<file path="src/rtl/pc_fetch_ctrl.sv">
// FRiscV PC sequencer and imem fetch handshake; decode gets one buffered word.
// Optional: define FRISCV_PC_MISALIGN_EN to halt on misaligned redirect targets.
module pc_fetch_ctrl #(
  parameter int              ARCH       = 32,
  parameter int              ARCH_BYTES = ARCH / 8,
  parameter logic [ARCH-1:0] RESET_ADDR = '0
) (
  input  logic            clk,
  input  logic            rst_n,
  input  logic            branch_taken_i,
  input  logic [ARCH-1:0] branch_target_i,
  input  logic            trap_i,
  input  logic [ARCH-1:0] trap_vec_i,
  output logic            imem_req_o,
  output logic [ARCH-1:0] imem_addr_o,
  input  logic            imem_gnt_i,
  input  logic            imem_rvalid_i,
  input  logic [31:0]     imem_rdata_i,
  output logic            instr_valid_o,
  input  logic            instr_ready_i,
  output logic [31:0]     instr_o,
  output logic [ARCH-1:0] instr_pc_o,
  output logic [ARCH-1:0] pc_o,
  output logic            misalign_o
);

  typedef enum logic [1:0] {
    S_REQ,
    S_WAIT,
    S_HOLD
`ifdef FRISCV_PC_MISALIGN_EN
    , S_HALT
`endif
  } state_e;

  state_e          state_q;
  logic [ARCH-1:0] pc_q;
  logic            req_q;
  logic            valid_q;
  logic [31:0]     instr_q;
  logic [ARCH-1:0] ipc_q;
  logic            discard_q;

  logic            redir;
  logic [ARCH-1:0] tgt_raw;
  logic [ARCH-1:0] tgt;
  logic [ARCH-1:0] pc_inc;

  assign redir   = trap_i | branch_taken_i;
  assign tgt_raw = trap_i ? trap_vec_i : branch_target_i;
  assign pc_inc  = pc_q + ARCH'(ARCH_BYTES);

`ifdef FRISCV_PC_MISALIGN_EN
  logic misalign_q;
  logic tgt_mis;
  logic vec_mis;
  logic in_flight;

  assign tgt       = tgt_raw;
  assign tgt_mis   = |tgt_raw[1:0];
  assign vec_mis   = |trap_vec_i[1:0];
  // a granted request whose response has not come back yet
  assign in_flight = (state_q == S_REQ && req_q && imem_gnt_i)
                   | (state_q == S_WAIT && !imem_rvalid_i);
  assign misalign_o = misalign_q;
`else
  assign tgt        = tgt_raw & ~ARCH'(3);
  assign misalign_o = 1'b0;
`endif

  always_ff @(posedge clk or negedge rst_n) begin
    if (!rst_n) begin
      state_q   <= S_REQ;
      pc_q      <= RESET_ADDR;
      req_q     <= 1'b0;
      valid_q   <= 1'b0;
      instr_q   <= '0;
      ipc_q     <= '0;
      discard_q <= 1'b0;
`ifdef FRISCV_PC_MISALIGN_EN
      misalign_q <= 1'b0;
`endif
    end else begin
`ifdef FRISCV_PC_MISALIGN_EN
      if (state_q != S_HALT && redir && tgt_mis) begin
        pc_q       <= tgt;
        misalign_q <= 1'b1;
        req_q      <= 1'b0;
        valid_q    <= 1'b0;
        discard_q  <= in_flight;
        state_q    <= S_HALT;
      end else
`endif
      unique case (state_q)
        S_REQ: begin
`ifdef FRISCV_PC_MISALIGN_EN
          if (imem_rvalid_i) discard_q <= 1'b0;
`endif
          if (req_q && imem_gnt_i) begin
            req_q     <= 1'b0;
            discard_q <= redir;
            state_q   <= S_WAIT;
          end else begin
            req_q <= 1'b1;
          end
          if (redir) pc_q <= tgt;
        end
        S_WAIT: begin
          if (redir) begin
            pc_q <= tgt;
            if (imem_rvalid_i) begin
              discard_q <= 1'b0;
              req_q     <= 1'b1;
              state_q   <= S_REQ;
            end else begin
              discard_q <= 1'b1;
            end
          end else if (imem_rvalid_i) begin
            if (discard_q) begin
              discard_q <= 1'b0;
              req_q     <= 1'b1;
              state_q   <= S_REQ;
            end else begin
              instr_q <= imem_rdata_i;
              ipc_q   <= pc_q;
              pc_q    <= pc_inc;
              valid_q <= 1'b1;
              state_q <= S_HOLD;
            end
          end
        end
        S_HOLD: begin
          if (redir) pc_q <= tgt;
          if (redir || instr_ready_i) begin
            valid_q <= 1'b0;
            req_q   <= 1'b1;
            state_q <= S_REQ;
          end
        end
`ifdef FRISCV_PC_MISALIGN_EN
        S_HALT: begin
          if (imem_rvalid_i) discard_q <= 1'b0;
          if (trap_i) begin
            pc_q <= trap_vec_i;
            if (!vec_mis) begin
              misalign_q <= 1'b0;
              req_q      <= 1'b1;
              state_q    <= S_REQ;
            end
          end
        end
`endif
        default: begin
          req_q   <= 1'b0;
          state_q <= S_REQ;
        end
      endcase
    end
  end

  assign imem_req_o    = req_q;
  assign imem_addr_o   = pc_q;
  assign instr_valid_o = valid_q;
  assign instr_o       = instr_q;
  assign instr_pc_o    = ipc_q;
  assign pc_o          = pc_q;

endmodule

</file>
<file path="config.mk">
export PLATFORM = sky130hd
export DESIGN_NAME = pc_fetch_ctrl
export DESIGN_NICKNAME = d
export VERILOG_FILES = /design/src/rtl/pc_fetch_ctrl.sv
export SDC_FILE = /design/constraint.sdc
export NUM_CORES = 1
export LEC_CHECK = 0
export CORE_AREA = 8 8 116 118
export DETAILED_ROUTE_END_ITERATION = 10
export DIE_AREA = 0 0 124 126
export PLACE_DENSITY = 0.86
export SYNTH_ARGS = -nofsm -noshare
export SYNTH_HDL_FRONTEND = slang
export SYNTH_SLANG_ARGS = --single-unit
</file>
<file path="constraint.sdc">
create_clock -name clk -period 6.4 [get_ports clk]
set_clock_uncertainty 0.1 [all_clocks]
set_input_delay 0.96 -clock clk [delete_from_list [all_inputs] [get_ports clk]]
set_output_delay 0.96 -clock clk [all_outputs]
set_load 0.01 [all_outputs]
</file>
==> reports/summary.txt, run 1 <==
Core Rows = 40
Fin Setup TNS = 0 ns
Relative slew margins = 37.3%
Yosys warning count = 0
Highest clock rate = 294 MHz
Distinct cells, synth = 53
Worst Setup SP = trap_i
Ant diodes = 0
Post-synthesis sequential area ratio = 46.7%
Maxcap violations = 0
Top cells by count, synth = dfrtp_1, mux2_2, buf_4
CP top delay family = buffers and inverters
Status = finished, final reports clean
RSZ-0062 raised after global routing = false
GRT Util Overall = 19.9%
Grt total ovfl = 0
Layout cell share with drive strength beyond 1 = 14.5%
Vias = 4524
Top post-synthesis cells by area = dfrtp_1, mux2_2, buf_4, mux2i_1, a21oi_1
Total power = 3.28 mW
P per Cell Area = 434 nW/µm²
Leakage = 3.11 nW
Clock Tree Root = clkbuf_16
Post-CTS Setup Repair Bufs = 0
Leading area contributor after synthesis = dfrtp_1
Hold wc startpoint = instr_pc_o[6]
Worst r2r src = state_q[1]
WL met3 = 1.66 mm
Number of vias per cell = 5.60
Avg WL per Cell = 19.8 µm
Startpoint types = input pin
Final Hold Vio Count = 0
Initial antenna violation count = 0
DRT antenna net count = 0
Setup Crit Path Kind = input pin to flip-flop
Initial core utilization = 44.3%
Cell count after placement = 792
Synth Register Bits = 97
Vias in the first global route = 4656
Syn-to-layout area delta = 45.5%
Number of iterations in the first detailed-routing pass = 5
Post-CTS resize count = 0
Die Ht = 126 µm
Post-Route WL = 16.0 mm
Crit end category = flip-flop
Top-count cell post-synth = dfrtp_1
Crit path largest cell delay = 0.70 ns
Primary FF master, synth = dfrtp_1
Die area = 15600 µm²
Placer Congestion = 0.826
Final hold slack = 0.390 ns
Mapped Area = 5190 µm²
Metal1 wirelength = 6.18 mm
H-Tree Level Count = 3
Ports = 234
Syn Area/Cell = 10.9 µm²
Initial DRC count = 347
CP Max Fanout = 42
Worst Max-Slew Pin Slew = 0.941 ns
Max Root-Sink Buffers = 2
# DRC = 0
Tightest Hold Check Type = flip-flop to flip-flop
Max Transition Viols Final = 0
Clock sinks = 97
Fin nets = 765
Hold_buf cts = 0
# port buffers = 222
Syn Inst Count = 475
Chip Width = 124 µm
Worst vdd ir = 0.261 mV
CTS tree = built
Finished Layout Cells = 808
Core area = 11700 µm²
Critical Path RT = 6.52 ns
Max layer used = met4
Number of flops mapped to enable cells by yosys = 0
Post-synth ARST share = 100%
Worst-path clk slew = 0.06 ns
Routed wl met2 = 7.93 mm
CP cell instances = buf_2 > or2_1 > nor2_1 > nand3_2 > buf_4 > mux2_2
Final core occ = 64.5%
Fin crit period = 3.40 ns
CP max stage cell = buf_2
Final Setup Violations = 0
Global-route wire length before repair = 24.4 mm
Worst-Skew Late Latency = 0.34 ns
Number of buffers created by CTS = 9
Crit path buf inv count = 2
Synth top area share = 46.7%
Post-DP HPWL = 12.0 mm
Largest net degree at the start of global routing = 60
Period utilization = 53.1%
Arrival time at the worst endpoint = 3.52 ns
[state kept, by name, summed over array words and instances (netlist names)]
signal / flops
imem_addr_o: 30
state_q: 2
instr_o: 32
imem_req_o: 1
discard_q: 1
instr_pc_o: 30
instr_valid_o: 1
[stage by stage]
| stage | worst slack, ns | instance area (µm²) |
|---|---|---|
| after CTS | 3.00 | 7560 |
| after global placement | 2.74 | 7260 |
| after global routing | 2.83 | 7560 |
| final | 3.00 | 7560 |
| after floorplan | 3.94 | 5220 |
| after detailed placement | 2.66 | 7260 |
[cells in the final DEF (no fill, tap or decap), types with 3 or more instances in the layout]
cell               n
nor2b_1            5
buf_4              7
mux2i_1           19
clkbuf_16          9
dfrtp_1           97
and3_1             4
o21ai_0           17
a21oi_1           33
o31ai_1            4
mux2_1             3
nor2_1            13
a311oi_1           4
o22ai_1            7
a22o_1             7
mux2_2            67
nand2b_1           3
o22a_1             6
and2_1             3
nor3_1            11
and4_1             7
nand4_1            3
ha_1               6
inv_1              4
clkdlybuf4s50_1  220
a211oi_1           8
nand3_1           20
nand2_1           24
conb_1             7
[final cells by class]
cell class | count | area (µm²)
Timing Repair Buffer | 228 | 2260
Clock buffer | 11 | 253
Clock inverter | 5 | 38.8
Sequential cell | 97 | 2430
Fill cell | 918 | 4160
Inverter | 4 | 15.0
Multi-Input combinational cell | 316 | 2380
Tap cell | 147 | 184
[report_power, final]
group | leakage [nW] | internal (mW) | total, mW | switching, mW
clock network | 0.142 | 0.287 | 0.525 | 0.238
logic | 1.79 | 0.931 | 1.58 | 0.651
registers | 1.17 | 0.890 | 1.17 | 0.280
[cell families (layout without fill, tap and decap cells)]
group / count (synthesis) / count (layout) / synth area share (%)
mux: 89 / 89 / 18.8
buf+inv: 68 / 248 / 8.02
simple gates: 106 / 106 / 11.1
compound gates: 108 / 108 / 13.8
fa+ha+maj: 6 / 6 / 1.45
flops: 97 / 97 / 46.7
other cells: 1 / 7 / 0.0722
[path summary, 6_finish.rpt]
kind	to	slack [ns]	cells after the start
setup / recovery	instr_o[27]	3.00	6
max in group asynchronous	instr_o[11]	4.55	2
setup reg to reg	instr_pc_o[5]	3.66	5
min in group asynchronous	instr_o[10]	0.48	1
hold reg to reg	instr_pc_o[6]	0.39	1
hold / removal	instr_pc_o[6]	0.39	1
[layer usage]
metal / global-route usage, % / vias to the layer above
li1: - / 2089
met1: 22.8 / 2192
met2: 34.5 / 222
met3: 6.08 / 21
met4: 5.60 / 0
met5: 0 / -
Power figures use the tool's default switching activity.
==> run 2, diff against run 1 <==
==> config.mk (replaced) <==
export PLATFORM = sky130hd
export DESIGN_NAME = pc_fetch_ctrl
export DESIGN_NICKNAME = d
export VERILOG_FILES = /design/src/rtl/pc_fetch_ctrl.sv
export SDC_FILE = /design/constraint.sdc
export NUM_CORES = 1
export LEC_CHECK = 0
export CORE_AREA = 8 8 126 128
export DETAILED_ROUTE_END_ITERATION = 10
export DIE_AREA = 0 0 134 136
export PLACE_DENSITY = 0.76
export SYNTH_ARGS = -nofsm -noshare
export SYNTH_HDL_FRONTEND = slang
export SYNTH_SLANG_ARGS = --single-unit
==> constraint.sdc (replaced) <==
create_clock -name clk -period 2.92 [get_ports clk]
set_clock_uncertainty 0.1 [all_clocks]
set_input_delay 0.438 -clock clk [delete_from_list [all_inputs] [get_ports clk]]
set_output_delay 0.438 -clock clk [all_outputs]
set_load 0.01 [all_outputs]
==> run 2 against run 1 <==
Combinational power increased by 130%. Highest routed layer unchanged. Cell count increased by 5.9%. Global-route usage decreased by 2.1 points. Via count increased by 1.9%. Critical path type is now flip-flop to flip-flop. Sequential power increased by 120%. Clock-buffer cell count unchanged. Register-to-register slack got worse by 3.3 ns. Core utilization decreased by 8.9 points. Worst setup slack got worse by 2.7 ns. Final area increased by 3.2%. Total power increased by 130%.
==> reports/summary.txt, run 2 (same netlist as run 1, synthesis figures left out) <==
Max reg flops = 32
Fin Setup TNS = 0 ns
Critical Path RT = 3.05 ns
Clock Power Share = 18.9%
Post-Route WL = 16.6 mm
DP Area = 7430 µm²
Avg WL per Cell = 19.4 µm
Placer Congestion = 0.864
Finished Layout Cells = 856
Fin nets = 776
# DRC = 0
Final Setup Violations = 0
Die Ht = 136 µm
CTS tree = built
Initial antenna violation count = 0
Clock sinks = 97
Number of buffers created by CTS = 9
Core Rows = 44
RSZ-0062 raised after global routing = false
Sequential share of power = 33.9%
Internal Power = 4.97 mW
Hold wc startpoint = instr_pc_o[7]
Post-DP HPWL = 12.6 mm
DRT antenna net count = 0
Setup Crit Path Kind = flip-flop to flip-flop
Worst Setup SP = state_q[0]
Worst vdd ir = 0.510 mV
NetSw = 2.58 mW
Vias = 4608
Chip Width = 134 µm
# port buffers = 222
Vias in the first global route = 4767
Worst-Skew Late Latency = 0.34 ns
Leakage = 3.20 nW
Status = finished, final reports clean
Setup ws final = 0.335 ns
Clock Tree Root = clkbuf_16
Period utilization = 88.5%
Max Transition Viols Final = 0
Highest-count cells in the layout ignoring fill and taps = clkdlybuf4s50_1, dfrtp_1, mux2_2, a21oi_1, nand2_1
Ant diodes = 0
Commonest non-fill, non-tap cell in the layout = clkdlybuf4s50_1
Number of vias per cell = 5.38
Grt total ovfl = 0
Die area = 18200 µm²
Cell count after placement = 839
Combinational Power Share = 47.2%
Layout cell share with drive strength beyond 1 = 15.5%
Max Root-Sink Buffers = 2
Arrival time at the worst endpoint = 2.71 ns
Core area = 14000 µm²
Initial DRC count = 177
Global-route wire length before repair = 25.8 mm
Post-route cell area = 7800 µm²
Worst-path clk slew = 0.07 ns
Startpoint types = flip-flop
Fin crit period = 2.59 ns
Number of iterations in the first detailed-routing pass = 5
Highest clock rate = 387 MHz
Crit end category = flip-flop
# fillers = 1217
Worst r2r src = state_q[0]
Maxcap violations = 0
CP Max Fanout = 10
Final Hold Vio Count = 0
Relative slew margins = 61.1%
Post-CTS resize count = 0
Worst Max-Slew Pin Slew = 0.583 ns
Sw Ratio = 34.2%
Syn-to-layout area delta = 50.2%
GRT Util Overall = 17.7%
Tightest Hold Check Type = flip-flop to flip-flop
Worst Setup Slack post-DPL = 0.362 ns
Initial core utilization = 37.0%
H-Tree Level Count = 3
Largest net degree at the start of global routing = 55
P per Cell Area = 968 nW/µm²
Ports = 234
[run 2: path summary, 6_finish.rpt]
check | to | slack [ns] | cells after the start
hold reg to reg | instr_pc_o[7] | 0.39 | 1
max in group asynchronous | instr_o[14] | 1.70 | 3
hold / removal | instr_pc_o[7] | 0.39 | 1
min in group asynchronous | instr_o[22] | 0.42 | 2
setup / recovery | imem_addr_o[12] | 0.33 | 7
setup reg to reg | imem_addr_o[12] | 0.33 | 7
[run 2: area by class of cell]
cell class	count	area [µm²]	area share, %
clock buffer	11	233	2.98
multi-input combinational	316	2390	30.6
timing repair buffer	239	2380	30.5
tap	184	230	2.95
inverter	4	15.0	0.192
sequential	97	2430	31.1
clock inverter	5	128	1.64
[run 2: layer usage]
metal / up-vias / share of wire (%) / routed length, µm / track usage (%)
met3: 23 / 9.0 / 1490 / 5.95
li1: 2108 / - / - / -
met4: 0 / 1.8 / 295 / 6.49
met2: 226 / 49 / 8050 / 30.6
met1: 2251 / 41 / 6750 / 20.1
met5: - / 0 / 0 / 0
[run 2: critical path: stages, from the launching register on]
cell	delay [ns]
dfrtp_1	0.48
inv_1	0.15
ha_1	0.30
or4_1	0.62
buf_4	0.22
nor2_1	0.26
a32oi_1	0.15
o22a_1	0.20
[run 2: stage by stage]
step | utilization [%] | hold slack [ns] | power [mW]
2_1_floorplan | - | 0.0424 | 4.18
3_5_place_dp | 52.9 | 0.235 | 6.18
5_1_grt | 55.6 | 0.413 | 8.00
3_3_place_gp | 52.9 | 0.231 | 6.06
6_report | 55.6 | 0.391 | 7.55
4_1_cts | 55.6 | 0.396 | 7.65
[run 2: timing repair]
action / in CTS / in global routing
hold buffers: 1 / 0
endpoints found under the hold margin: 18 / 0
buffers inserted: 0 / 0
[run 2: power groups by stage]
stage	sequential [mW]	clock, mW	combinational, mW
after floorplan	2.72	0	1.46
after global placement	2.53	0	3.52
after detailed placement	2.58	0	3.60
after CTS	2.56	1.47	3.62
after global routing	2.65	1.52	3.82
final	2.56	1.43	3.57
==> run 3, diff against run 2 <==
--- a/config.mk
+++ b/config.mk
@@ -9,6 +9,7 @@
 export DETAILED_ROUTE_END_ITERATION = 10
 export DIE_AREA = 0 0 134 136
 export PLACE_DENSITY = 0.76
+export REMOVE_ABC_BUFFERS = 1
 export SYNTH_ARGS = -nofsm -noshare
 export SYNTH_HDL_FRONTEND = slang
 export SYNTH_SLANG_ARGS = --single-unit
==> run 3 against run 2 <==
Wire length decreased by 2.0%. Flip-flop and latch count did not move. Total power down 4.0%. Maximum frequency down 1.5%. Worst setup slack got worse by 0.039 ns. Largest power group unchanged. Cell count shrank 0.35%. Hold slack worse by 0.34 ns. Register-to-register slack lost 0.04 ns. Die area stayed put. Global-route usage down 0.24 points.
==> reports/summary.txt, run 3 (same netlist as run 1, synthesis figures left out) <==
Final hold slack = 0.0543 ns
Ant diodes = 0
FF-to-FF End = imem_addr_o[24]
Fin nets = 773
Arrival time at the worst endpoint = 2.73 ns
Chip Width = 134 µm
DRT antenna net count = 0
DP Area = 7400 µm²
Grt total ovfl = 0
Vias = 4512
Period utilization = 89.9%
Crit end category = flip-flop
# port buffers = 222
Max Transition Viols Final = 0
Worst vdd ir = 0.441 mV
Layout cell share with drive strength beyond 1 = 15.2%
Die Ht = 136 µm
Die area = 18200 µm²
# DRC = 0
Worst Max-Slew Pin Slew = 0.726 ns
Fin Setup TNS = 0 ns
CP Max Fanout = 13
Syn-to-layout area delta = 48.2%
Initial core utilization = 37.0%
H-Tree Level Count = 3
Highest clock rate = 381 MHz
Worst-Skew Late Latency = 0.34 ns
Worst-path clk slew = 0.06 ns
Ports = 234
Number of buffers created by CTS = 9
Post-CTS resize count = 0
Final core occ = 54.8%
Routing usage on met2 = 30.7%
Final Hold Vio Count = 0
Post-CTS Setup Repair Bufs = 0
Max reg flops = 32
P per Cell Area = 942 nW/µm²
Core area = 14000 µm²
Vias in the first global route = 4819
Total power = 7.25 mW
Cell count after placement = 837
Clock Tree Root = clkbuf_16
Max Root-Sink Buffers = 2
Relative slew margins = 51.6%
Largest net degree at the start of global routing = 54
Finished Layout Cells = 853
Post-Route WL = 16.3 mm
Startpoint types = flip-flop
Initial antenna violation count = 0
Grt met1 use = 19.8%
Setup Crit Path Kind = flip-flop to flip-flop
Post-DP HPWL = 12.6 mm
Highest-count cells in the layout ignoring fill and taps = clkdlybuf4s50_1, dfrtp_1, mux2_2, a21oi_1, nand2_1
Fin crit period = 2.62 ns
Worst r2r src = state_q[1]
Reg2reg path depth = 6
Post-route cell area = 7690 µm²
Worst Setup Slack post-DPL = 0.341 ns
Hold_buf cts = 0
Leakage = 3.16 nW
Maxcap violations = 0
Number of iterations in the first detailed-routing pass = 4
Top Usage Layer GRT = met2
Tightest Hold Check Type = input pin to asynchronous set/reset pin
Core Rows = 44
Commonest non-fill, non-tap cell in the layout = clkdlybuf4s50_1
R2r setup slk = 0.30 ns
Status = finished, final reports clean
Global-route wire length before repair = 25.5 mm
Final Setup Violations = 0
Initial DRC count = 259
Setup ws final = 0.295 ns
Worst Setup SP = state_q[1]
GRT Util Overall = 17.5%
Placer Congestion = 0.817
M3 GR Usage = 5.54%
Avg WL per Cell = 19.1 µm
Critical Path RT = 3.02 ns
CTS tree = built
RSZ-0062 raised after global routing = false
Number of vias per cell = 5.29
Clock sinks = 97
[run 3: cell count changes in the layout (fill, tap and decap cells not counted), sizes merged]
cell         previous run  this run
buf                    18        16
inv                     4         5
dlygate4sd3             1         0
clkbuf                 11        12
bufinv                  4         1
clkinv                  0         1
[run 3: routing by layer]
layer | routed length [µm] | share of wire [%]
met1 | 6650 | 41
met2 | 7930 | 49
met3 | 1460 | 8.9
met4 | 225 | 1.4
met5 | 0 | 0
[run 3: worst max path at each step]
stage                 endpoint  slack, ns  depth (start not counted)
2_1_floorplan   imem_addr_o[4]       0.06                          6
3_3_place_gp   imem_addr_o[26]       0.42                          7
3_5_place_dp   imem_addr_o[26]       0.34                          7
4_1_cts        imem_addr_o[31]       0.33                          7
5_1_grt        imem_addr_o[31]       0.18                          8
6_report       imem_addr_o[24]       0.30                          6
[run 3: area by class of cell]
class	instances	area (µm²)
tap	184	230
clock inverter	4	51.3
inverter	4	15.0
sequential	97	2430
timing repair buffer	236	2340
multi-input combinational	316	2380
fill	1227	6340
clock buffer	12	246
[run 3: power by group]
group	internal (mW)	switching [mW]
sequential	1.95	0.614
clock	0.690	0.495
combinational	2.07	1.43
[run 3: worst max-delay path, cell delays in order (launching register included)]
cell       delay, ns
dfrtp_1         0.45
inv_1           0.16
ha_1            0.33
nand2b_1        0.24
a32o_1          0.46
a2111oi_0       0.64
nor3_1          0.10
